## config.mk

```make
export PLATFORM = sky130hd
export DESIGN_NAME = usrt_xfer_ctrl
export DESIGN_NICKNAME = d
export VERILOG_FILES = /design/src/rtl/usrt_pkg.sv /design/src/rtl/rx_hold_buf.sv /design/src/rtl/usrt_xfer_ctrl.sv
export SDC_FILE = /design/constraint.sdc
export NUM_CORES = 1
export LEC_CHECK = 0
export CAP_MARGIN = 20
export CORE_MARGIN = 5
export CORE_UTILIZATION = 46
export DETAILED_ROUTE_END_ITERATION = 7
export PLACE_DENSITY = 0.76
export SYNTH_ARGS = -nofsm -noshare
export SYNTH_HDL_FRONTEND = slang
export SYNTH_HIERARCHICAL = 1
export SYNTH_SLANG_ARGS = --single-unit
```

## constraint.sdc

```tcl
create_clock -name pClk -period 2 [get_ports pClk]
set_input_delay 0.4 -clock pClk [delete_from_list [all_inputs] [get_ports pClk]]
set_output_delay 0.4 -clock pClk [all_outputs]
set_load 0.02 [all_outputs]
```

## src/rtl/usrt_pkg.sv

```systemverilog
// Shared definitions for the USRT APB transfer controller: FSM states,
// register offsets and bit positions of the STATUS and CTRL registers.
package usrt_pkg;

    typedef enum logic [2:0] {
        S_IDLE,
        S_ACCESS,
        S_TX_WAIT,
        S_RX_WAIT,
        S_RESP
    } state_t;

    localparam logic [3:0] ADDR_DATA   = 4'h0;
    localparam logic [3:0] ADDR_STATUS = 4'h4;
    localparam logic [3:0] ADDR_CTRL   = 4'h8;

    localparam int ST_TXBUSY  = 0;
    localparam int ST_RXFULL  = 1;
    localparam int ST_OVERRUN = 2;

    localparam int CTRL_EN   = 0;
    localparam int CTRL_URST = 1;

    function automatic logic [7:0] status_byte(input logic ovr, input logic full,
                                               input logic busy);
        logic [7:0] b;
        b             = '0;
        b[ST_OVERRUN] = ovr;
        b[ST_RXFULL]  = full;
        b[ST_TXBUSY]  = busy;
        return b;
    endfunction

endpackage

```

## src/rtl/rx_hold_buf.sv

```systemverilog
// One-entry receive holding buffer with sticky overrun flag. A byte taken
// straight off the deserializer by a waiting read never lands in the buffer.
module rx_hold_buf
    import usrt_pkg::*;
(
    input  logic       i_clk,
    input  logic       i_rst,
    input  logic       i_rx_valid,
    input  logic [7:0] i_rx_data,
    input  logic       i_pop,
    input  logic       i_take,
    input  logic       i_ovr_clr,
    input  logic       i_clr,
    output logic [7:0] o_data,
    output logic       o_full,
    output logic       o_overrun
);

    logic [7:0] r_data;
    logic       r_full;
    logic       r_overrun;
    logic       w_offer;
    logic       w_store;
    logic       w_drop;

    // A pop in the same cycle frees the slot, so the new byte replaces the old one.
    assign w_offer = i_rx_valid && !i_take;
    assign w_store = w_offer && (!r_full || i_pop);
    assign w_drop  = w_offer && r_full && !i_pop;

    always_ff @(posedge i_clk) begin
        if (i_rst) begin
            r_full    <= 1'b0;
            r_overrun <= 1'b0;
        end else if (i_clr) begin
            r_full    <= 1'b0;
            r_overrun <= 1'b0;
        end else begin
            if (w_store)
                r_full <= 1'b1;
            else if (i_pop)
                r_full <= 1'b0;
            // A fresh overrun wins over the clear from a STATUS read snapshot.
            if (w_drop)
                r_overrun <= 1'b1;
            else if (i_ovr_clr)
                r_overrun <= 1'b0;
        end
    end

    always_ff @(posedge i_clk) begin
        if (w_store)
            r_data <= i_rx_data;
    end

    assign o_data    = r_data;
    assign o_full    = r_full;
    assign o_overrun = r_overrun;

endmodule

```

## src/rtl/usrt_xfer_ctrl.sv

```systemverilog
// APB slave front end of the USRT: decodes DATA/STATUS/CTRL accesses, hands
// bytes to the serializer, collects bytes from the deserializer.
module usrt_xfer_ctrl
    import usrt_pkg::*;
#(
    parameter logic BAUD_EN_RST = 1'b0,
    parameter int   RD_TIMEOUT  = 1023
) (
    input  logic       pClk,
    input  logic       pReset,
    input  logic       pSelect,
    input  logic       pEnable,
    input  logic       pWrite,
    input  logic [3:0] pAddress,
    input  logic [7:0] pWData,
    output logic [7:0] pRData,
    output logic       pReady,
    output logic       pSlvErr,
    output logic [7:0] txData,
    output logic       txStart,
    input  logic       txBusy,
    input  logic [7:0] rxData,
    input  logic       rxValid,
    output logic       clkEn,
    output logic       uRst
);

    localparam int CNT_W = ($clog2(RD_TIMEOUT + 1) > 10) ? $clog2(RD_TIMEOUT + 1) : 10;
    localparam logic [CNT_W-1:0] TMO_VAL = CNT_W'(RD_TIMEOUT);

    state_t           r_state;
    state_t           w_state_nxt;
    logic [7:0]       r_pRData;
    logic             r_pReady;
    logic             r_pSlvErr;
    logic [7:0]       r_txData;
    logic             r_txStart;
    logic             r_en;
    logic             r_uRst;
    logic             r_urst_left;
    logic [7:0]       r_resp_data;
    logic             r_resp_err;
    logic [CNT_W-1:0] r_tmo_cnt;

    logic             w_tx_load;
    logic             w_resp_set;
    logic [7:0]       w_resp_data;
    logic             w_resp_err;
    logic             w_pop;
    logic             w_take;
    logic             w_ovr_clr;
    logic             w_urst_set;
    logic             w_en_wr;
    logic             w_ready_set;
    logic             w_cnt_clr;
    logic [7:0]       w_rx_byte;
    logic             w_rx_full;
    logic             w_rx_ovr;

    rx_hold_buf u_rx_hold_buf (
        .i_clk      (pClk),
        .i_rst      (pReset),
        .i_rx_valid (rxValid),
        .i_rx_data  (rxData),
        .i_pop      (w_pop),
        .i_take     (w_take),
        .i_ovr_clr  (w_ovr_clr),
        .i_clr      (w_urst_set),
        .o_data     (w_rx_byte),
        .o_full     (w_rx_full),
        .o_overrun  (w_rx_ovr)
    );

    always_comb begin
        w_state_nxt = r_state;
        w_tx_load   = 1'b0;
        w_resp_set  = 1'b0;
        w_resp_data = '0;
        w_resp_err  = 1'b0;
        w_pop       = 1'b0;
        w_take      = 1'b0;
        w_ovr_clr   = 1'b0;
        w_urst_set  = 1'b0;
        w_en_wr     = 1'b0;
        w_ready_set = 1'b0;
        w_cnt_clr   = 1'b0;
        unique case (r_state)
            S_IDLE: begin
                if (pSelect && !pEnable)
                    w_state_nxt = S_ACCESS;
            end
            S_ACCESS: begin
                if (!pSelect) begin
                    w_state_nxt = S_IDLE;
                end else begin
                    w_resp_set = 1'b1;
                    case (pAddress)
                        ADDR_DATA: begin
                            if (pWrite) begin
                                if (r_uRst || !r_en) begin
                                    w_resp_err = 1'b1;
                                end else if (txBusy) begin
                                    w_resp_set  = 1'b0;
                                    w_state_nxt = S_TX_WAIT;
                                end else begin
                                    w_tx_load = 1'b1;
                                end
                            end else if (w_rx_full) begin
                                w_pop       = 1'b1;
                                w_resp_data = w_rx_byte;
                            end else if (rxValid) begin
                                w_take      = 1'b1;
                                w_resp_data = rxData;
                            end else begin
                                w_resp_set  = 1'b0;
                                w_cnt_clr   = 1'b1;
                                w_state_nxt = S_RX_WAIT;
                            end
                        end
                        ADDR_STATUS: begin
                            if (pWrite) begin
                                w_resp_err = 1'b1;
                            end else begin
                                w_resp_data = status_byte(w_rx_ovr, w_rx_full, txBusy);
                                w_ovr_clr   = 1'b1;
                            end
                        end
                        ADDR_CTRL: begin
                            if (pWrite) begin
                                w_en_wr    = 1'b1;
                                w_urst_set = pWData[CTRL_URST];
                            end else begin
                                w_resp_data[CTRL_EN] = r_en;
                            end
                        end
                        default: w_resp_err = 1'b1;
                    endcase
                    if (w_resp_set)
                        w_state_nxt = S_RESP;
                end
            end
            S_TX_WAIT: begin
                if (!pSelect) begin
                    w_state_nxt = S_IDLE;
                end else if (!txBusy) begin
                    w_tx_load   = 1'b1;
                    w_resp_set  = 1'b1;
                    w_state_nxt = S_RESP;
                end
            end
            S_RX_WAIT: begin
                if (!pSelect) begin
                    w_state_nxt = S_IDLE;
                end else if (rxValid) begin
                    w_take      = 1'b1;
                    w_resp_data = rxData;
                    w_resp_set  = 1'b1;
                    w_state_nxt = S_RESP;
                end else if (r_tmo_cnt == TMO_VAL) begin
                    w_resp_err  = 1'b1;
                    w_resp_set  = 1'b1;
                    w_state_nxt = S_RESP;
                end
            end
            S_RESP: begin
                // A master that dropped pSelect here has abandoned the transfer.
                w_ready_set = pSelect;
                w_state_nxt = S_IDLE;
            end
            default: w_state_nxt = S_IDLE;
        endcase
    end

    always_ff @(posedge pClk) begin
        if (pReset) begin
            r_state     <= S_IDLE;
            r_pReady    <= 1'b0;
            r_pSlvErr   <= 1'b0;
            r_pRData    <= '0;
            r_txStart   <= 1'b0;
            r_txData    <= '0;
            r_en        <= BAUD_EN_RST;
            r_uRst      <= 1'b1;
            r_urst_left <= 1'b0;
            r_resp_err  <= 1'b0;
        end else begin
            r_state   <= w_state_nxt;
            r_pReady  <= w_ready_set;
            r_pSlvErr <= w_ready_set && r_resp_err;
            r_pRData  <= w_ready_set ? r_resp_data : 8'h00;
            r_txStart <= w_tx_load;
            if (w_tx_load)
                r_txData <= pWData;
            if (w_resp_set)
                r_resp_err <= w_resp_err;
            if (w_en_wr)
                r_en <= pWData[CTRL_EN];
            // Two-cycle peripheral reset: set cycle plus one extension cycle.
            if (w_urst_set) begin
                r_uRst      <= 1'b1;
                r_urst_left <= 1'b1;
            end else begin
                r_uRst      <= r_urst_left;
                r_urst_left <= 1'b0;
            end
        end
    end

    always_ff @(posedge pClk) begin
        if (w_resp_set)
            r_resp_data <= w_resp_data;
        if (w_cnt_clr)
            r_tmo_cnt <= '0;
        else if (r_state == S_RX_WAIT && r_tmo_cnt != TMO_VAL)
            r_tmo_cnt <= r_tmo_cnt + CNT_W'(1);
    end

    assign pRData  = r_pRData;
    assign pReady  = r_pReady;
    assign pSlvErr = r_pSlvErr;
    assign txData  = r_txData;
    assign txStart = r_txStart;
    assign clkEn   = r_en;
    assign uRst    = r_uRst;

endmodule

```

=== Word-level counts from Yosys, hierarchy flattened ===
Index checks and enable logic that the tools add are counted.

* Bitwise logic cells: 1
* Add/subtract/negate cells: 1
* Eq/ne operators: 16
* Reduce and logical (&&, ||, !) cells: 21
* Mux-type cells: 86

{| class="wikitable"
|+ Operators by type and width
! cell !! number
|-
| $mux 1 || 57
|-
| $mux 3 || 15
|-
| $mux 8 || 5
|-
| $ne 5x5->1 const B || 4
|-
| $pmux 8 s2 || 1
|-
| $pmux 7 s2 || 1
|-
| $pmux 3 s4 || 1
|-
| $add 10x1->10 const B || 1
|-
| $eq 10x10->1 const B || 1
|-
| $ne 10x10->1 const B || 1
|-
| $pmux 1 s3 || 3
|-
| $reduce_and 8->1 || 1
|-
| $logic_and 1x1->1 || 7
|-
| $eq 3x2->1 const B || 2
|-
| $pmux 1 s2 || 3
|-
| $logic_not 1->1 || 5
|-
| $eq 4x3->1 const B || 1
|-
| $eq 4x4->1 const B || 1
|-
| $logic_not 4->1 || 1
|-
| $ne 4x3->1 const B || 1
|-
| $ne 4x4->1 const B || 1
|-
| $reduce_bool 2->1 || 2
|-
| $reduce_or 2->1 || 2
|-
| $eq 3x1->1 const B || 1
|-
| 6 further kinds || 7
|}

* Input port bits: 27
* Register bits: 54

=== Depth between registers and ports, before layout ===
Gate-level depths: netlist of run 1.

* Word-level depth: 11
* Mapped depth: 7
* Mapped depth without buffers: 6

=== Cells and area by module ===
The synthesis of run 1 kept the hierarchy.

{| class="wikitable"
|+ Modules (own cells, without submodules)
! module !! cells each !! area each (µm²) !! times used !! sequential area each (µm²)
|-
| usrt_xfer_ctrl || 213 || 2021.9 || 1 || 960.9
|-
| rx_hold_buf || 17 || 341.6 || 1 || 280.3
|}

=== Least setup slack after synthesis of run 1 ===
No wires, ideal clock.

* Kind: register to register
* Start point: reg r_state[0]
* End point: reg u_rx_hold_buf.r_data[0] (netlist: u_rx_hold_buf/o_data[0]), enable pin
* Data required time: 1.627 ns
* Cell stages (with the launch flop): 8
* Arrival: 1.828 ns
* Slack: -0.201 ns
* Library setup time: 0.373 ns
* Cell sequence: dfxtp_1 > clkbuf_1 > and4bb_2 > and2_1 > nand2_1 > nor3b_1 > nand2b_1 > nor2b_1

{| class="wikitable"
|+ RTL lines
! element !! line !! RTL
|-
| start, declared || usrt_xfer_ctrl.sv:31 || <nowiki>state_t r_state;</nowiki>
|-
| start signal, assigned || usrt_xfer_ctrl.sv:187 || <nowiki>r_state <= w_state_nxt;</nowiki>
|-
| $eq 3x1->1 || usrt_xfer_ctrl.sv:87 || <nowiki>unique case (r_state)</nowiki>
|-
| $mux 1 || usrt_xfer_ctrl.sv:87 ||
|-
| via w_pop || usrt_xfer_ctrl.sv:49 || <nowiki>logic w_pop;</nowiki>
|-
| $logic_or 1x1->1 || rx_hold_buf.sv:28 || <nowiki>assign w_store = w_offer && (!r_full || i_pop);</nowiki>
|-
| $logic_and 1x1->1 || rx_hold_buf.sv:28 ||
|-
| via u_rx_hold_buf.w_store || rx_hold_buf.sv:23 || <nowiki>logic w_store;</nowiki>
|-
| end signal, assigned || rx_hold_buf.sv:53 || <nowiki>r_data <= i_rx_data;</nowiki>
|-
| end, declared || rx_hold_buf.sv:19 || <nowiki>logic [7:0] r_data;</nowiki>
|}

The timed path passes the listed nets, and every way through them passes these cells.
A chain may end at the register's enable or synchronous reset.

=== Final worst setup path of run 1 ===
* Start point: in pAddress[3]
* End point: reg r_resp_data[7] (data pin)

* Cells in the longest elaborated chain, start to end: 4

{| class="wikitable"
|+ Ends and longest elaborated chain
! element !! line !! RTL
|-
| start, declared || usrt_xfer_ctrl.sv:14 || <nowiki>input logic [3:0] pAddress,</nowiki>
|-
| $eq 4x3->1 / $logic_not 4->1 (equally long branches) || usrt_xfer_ctrl.sv:97 || <nowiki>case (pAddress)</nowiki>
|-
| $pmux 7 s2 * || usrt_xfer_ctrl.sv:97 ||
|-
| $mux 8 * || usrt_xfer_ctrl.sv:93 || <nowiki>if (!pSelect) begin</nowiki>
|-
| $pmux 8 s2 * || usrt_xfer_ctrl.sv:87 ||
|-
| via w_resp_data[7] || usrt_xfer_ctrl.sv:47 || <nowiki>logic [7:0] w_resp_data;</nowiki>
|-
| end signal, assigned || usrt_xfer_ctrl.sv:211 || <nowiki>r_resp_data <= w_resp_data;</nowiki>
|-
| end, declared || usrt_xfer_ctrl.sv:41 || <nowiki>logic [7:0] r_resp_data;</nowiki>
|}

The timed path passes the listed nets; every way through them passes the cells marked *.

==> results.py, run 1 <==
metrics = {
    "synthesis": {
        "synthCells": 230,
        "synth_ff_type": "dfxtp_1",
        "avgSynthCellArea_um2": 10.3,
        "synth_seq_cells": 54,
        "ys_types": 58,
        "synthTopCellsByArea": "dfxtp_1 32%, edfxtp_1 20%, mux2i_1 5.1%",
        "synth_top_area_frac": 0.322,
        "ys_async_sr_fraction": 0,
        "post-synth-top-count-cell": "dfxtp_1",
        "yosys-top-cells-count": "38 x dfxtp_1, 32 x nand2_1, 16 x edfxtp_1",
        "seq_area_frac_synth": 0.525,
        "yosysTopAreaCell": "dfxtp_1",
        "yosys_warnings": 6,
        "synthesis.area_um2": 2360,
        "syn-num-nets": 258,
        "synth-edff-count": 16,
    },
    "setup_path": {
        "critPathCaptureType": "flop",
        "path_max_fanout": 6,
        "r2r_cells": 6,
        "critPathMaxStageDelay_ns": 0.43,
        "crit_top_cell": "buf_4",
        "criticalPathCategory": "input pin to flop",
        "slowest_stage": "clkdlybuf4s50_1",
        "worstPathArrival_ns": 2.18,
        "start_kind": "input pin",
        "crit_chain": "clkdlybuf4s50_1 -> buf_4 -> nor4_2 -> buf_4 -> nand3_1 -> a21oi_2 -> buf_4 -> buf_4 -> a22o_1",
        "critPathRequiredTime_ns": 2.17,
    },
    "sta": {
        "slew_violations": 0,
        "timing.final.crit_share": 1.00,
        "period_minus_slack_ns": 2.00,
        "setup_violations": 1,
        "setup_tns_ns": -0.000709,
        "max_slew_margin": 0.694,
        "hold_viol": 0,
        "tightest_slew_ns": 0.458,
        "max_freq_mhz": 500,
        "fin_skew_ns": 0.00801,
        "postLayoutSetupSlackWorst_ns": -0.000709,
        "grt_setup_unrepaired": "true",
    },
    "global_route": {
        "grt_pass1_vias": 2051,
        "grt_first_pass_wirelength_mm": 9.35,
        "antenna_found_initial": 0,
        "grt-ovfl-total": 0,
        "grt_max_degree": 18,
        "top_usage_layer": "met2",
        "met1_usage": 0.230,
        "grt_use_met3": 0.0515,
        "grt_use_met2": 0.305,
        "track_usage": 0.182,
    },
    "min_path": {
        "hold_class": "flop to flop",
        "holdPathStages": 2,
    },
    "placed_design": {
        "post-place-ws_ns": -0.338,
        "hpwl_mm": 4.35,
        "port-buffer-count": 47,
        "gp_congestion": 0.858,
        "place_inst": 381,
    },
    "power": {
        "vdd_drop_max_mv": 0.364,
        "power.density_nw_per_um2": 779,
        "leakagePower_nw": 1.31,
    },
    "route": {
        "ant_nets": 0,
        "drc": 0,
        "first_pass_iters": 4,
        "dr.first_iter.drc_count": 54,
        "vias_per_cell": 5.29,
        "vias": 2070,
        "wire_per_inst_um": 14.5,
        "wl_mm": 5.68,
    },
    "layout": {
        "antenna_cells": 0,
        "fin_util": 0.677,
        "fin_cells": 391,
        "areaGrowthSynthToFinish_pct": 44.5,
        "drive_gt1_frac": 0.227,
        "layout.nets": 348,
    },
    "cts": {
        "clk_pin_slew_ns": 0.10,
        "cts_sinks": 54,
        "root_buffer": "clkbuf_8",
        "clk_latency_ns": 0.31,
        "cts.htree.levels": 2,
        "cts_buffers": 5,
        "cts_tree": "built",
        "clock_path_buffers": 2,
    },
    "floorplan": {
        "std_cell_rows": 26,
        "core_um2": 5040,
        "start_util": 0.469,
        "io_pins": 48,
        "die_h_um": 81.7,
        "die-area_um2": 6670,
        "die_w_um": 81.7,
    },
    "run_status": {
        "status": "finished with violations",
        "violations": "negative setup slack",
    },
    "job": {
        "max-cap-violations": 0,
    },
}
layer usage:
metal,share of wire,wire length (µm)
met1,0.43,2470
met5,0,0
met4,0.019,110
met2,0.48,2730
met3,0.065,368
where the power goes:
part / internal, mW / switching, mW
registers: 1.26 / 0.0984
clock network: 0.374 / 0.362
logic: 0.296 / 0.274
timing repair:
action,4_1_cts,5_1_grt
buffers inserted,1,1
endpoints found under the setup margin,9,19
hold buffers,0,0
gates resized for setup,2,10
pin swaps,0,2
registers in the layout, summed over array words and instances, names as in the netlist, 3 cells and up:
register and count:
pRData 8, r_resp_data 8, r_state 3, r_tmo_cnt 10, txData 8, u_rx_hold_buf/o_data 8
path summary, 6_finish.rpt:
check | from | end | slack, ns
setup / recovery | pAddress[3] | r_resp_data[7] | -0.0007
hold / removal | r_urst_left | uRst | 0.43
setup reg to reg | r_tmo_cnt[1] | r_state[2] | 0.18
hold reg to reg | r_urst_left | uRst | 0.43
critical path, delay by kind of cell:
kind | cells | cell delay [ns]
AOI/OAI and AO/OA | 2 | 0.42
buffers and inverters | 5 | 1.06
and+or+nand+nor | 2 | 0.30
placed cells by master, fill, tap and decap left out, drive strengths merged, types with 3 or more instances in the layout:
cell / synthesis / layout
inv: 5 / 6
nor2b: 6 / 6
edfxtp: 16 / 16
nand4: 4 / 4
clkbuf: 7 / 5
o31ai: 4 / 4
nand2: 32 / 32
a22o: 5 / 5
nor3: 5 / 5
mux2i: 12 / 12
o211ai: 5 / 5
buf: 1 / 44
nor2: 13 / 13
nand3: 7 / 7
a211oi: 3 / 3
or3: 3 / 3
and2: 11 / 11
nand2b: 3 / 3
o21ai: 7 / 7
clkdlybuf4s50: 0 / 45
dfxtp: 38 / 38
a21oi: 5 / 5
metrics by stage:
stage	hold slack (ns)	power, mW	instance area, µm²
2_1_floorplan	0.390	1.67	2370
3_3_place_gp	0.399	1.90	3230
3_5_place_dp	0.409	1.92	3230
4_1_cts	0.435	2.65	3350
5_1_grt	0.473	2.82	3410
6_report	0.432	2.66	3410
cells by family after synthesis:
logic type | Yosys count | share of synthesized area
muxes | 12 | 0.0508
adders and majority gates | 1 | 0.00529
and+or+nand+nor | 104 | 0.248
buffers and inverters | 14 | 0.0228
DFF | 54 | 0.525
xor gates and xnor gates | 1 | 0.00371
AOI/OAI and AO/OA | 44 | 0.145
cell type report:
class | instances | area, µm²
clock inverter | 3 | 42.5
multi-input combinational | 162 | 1130
inverter | 6 | 22.5
fill | 378 | 1630
clock buffer | 5 | 68.8
timing repair buffer | 91 | 818
tap | 70 | 87.6
sequential | 54 | 1240
No activity file was read; power rests on OpenSTA's default activity.
==> run 2, diff against run 1 <==
CTS_CLUSTER_SIZE = 12   (was unset)
==> results of run 2 <==
No change in the layout: final DEF, timing and power equal those of run 1.
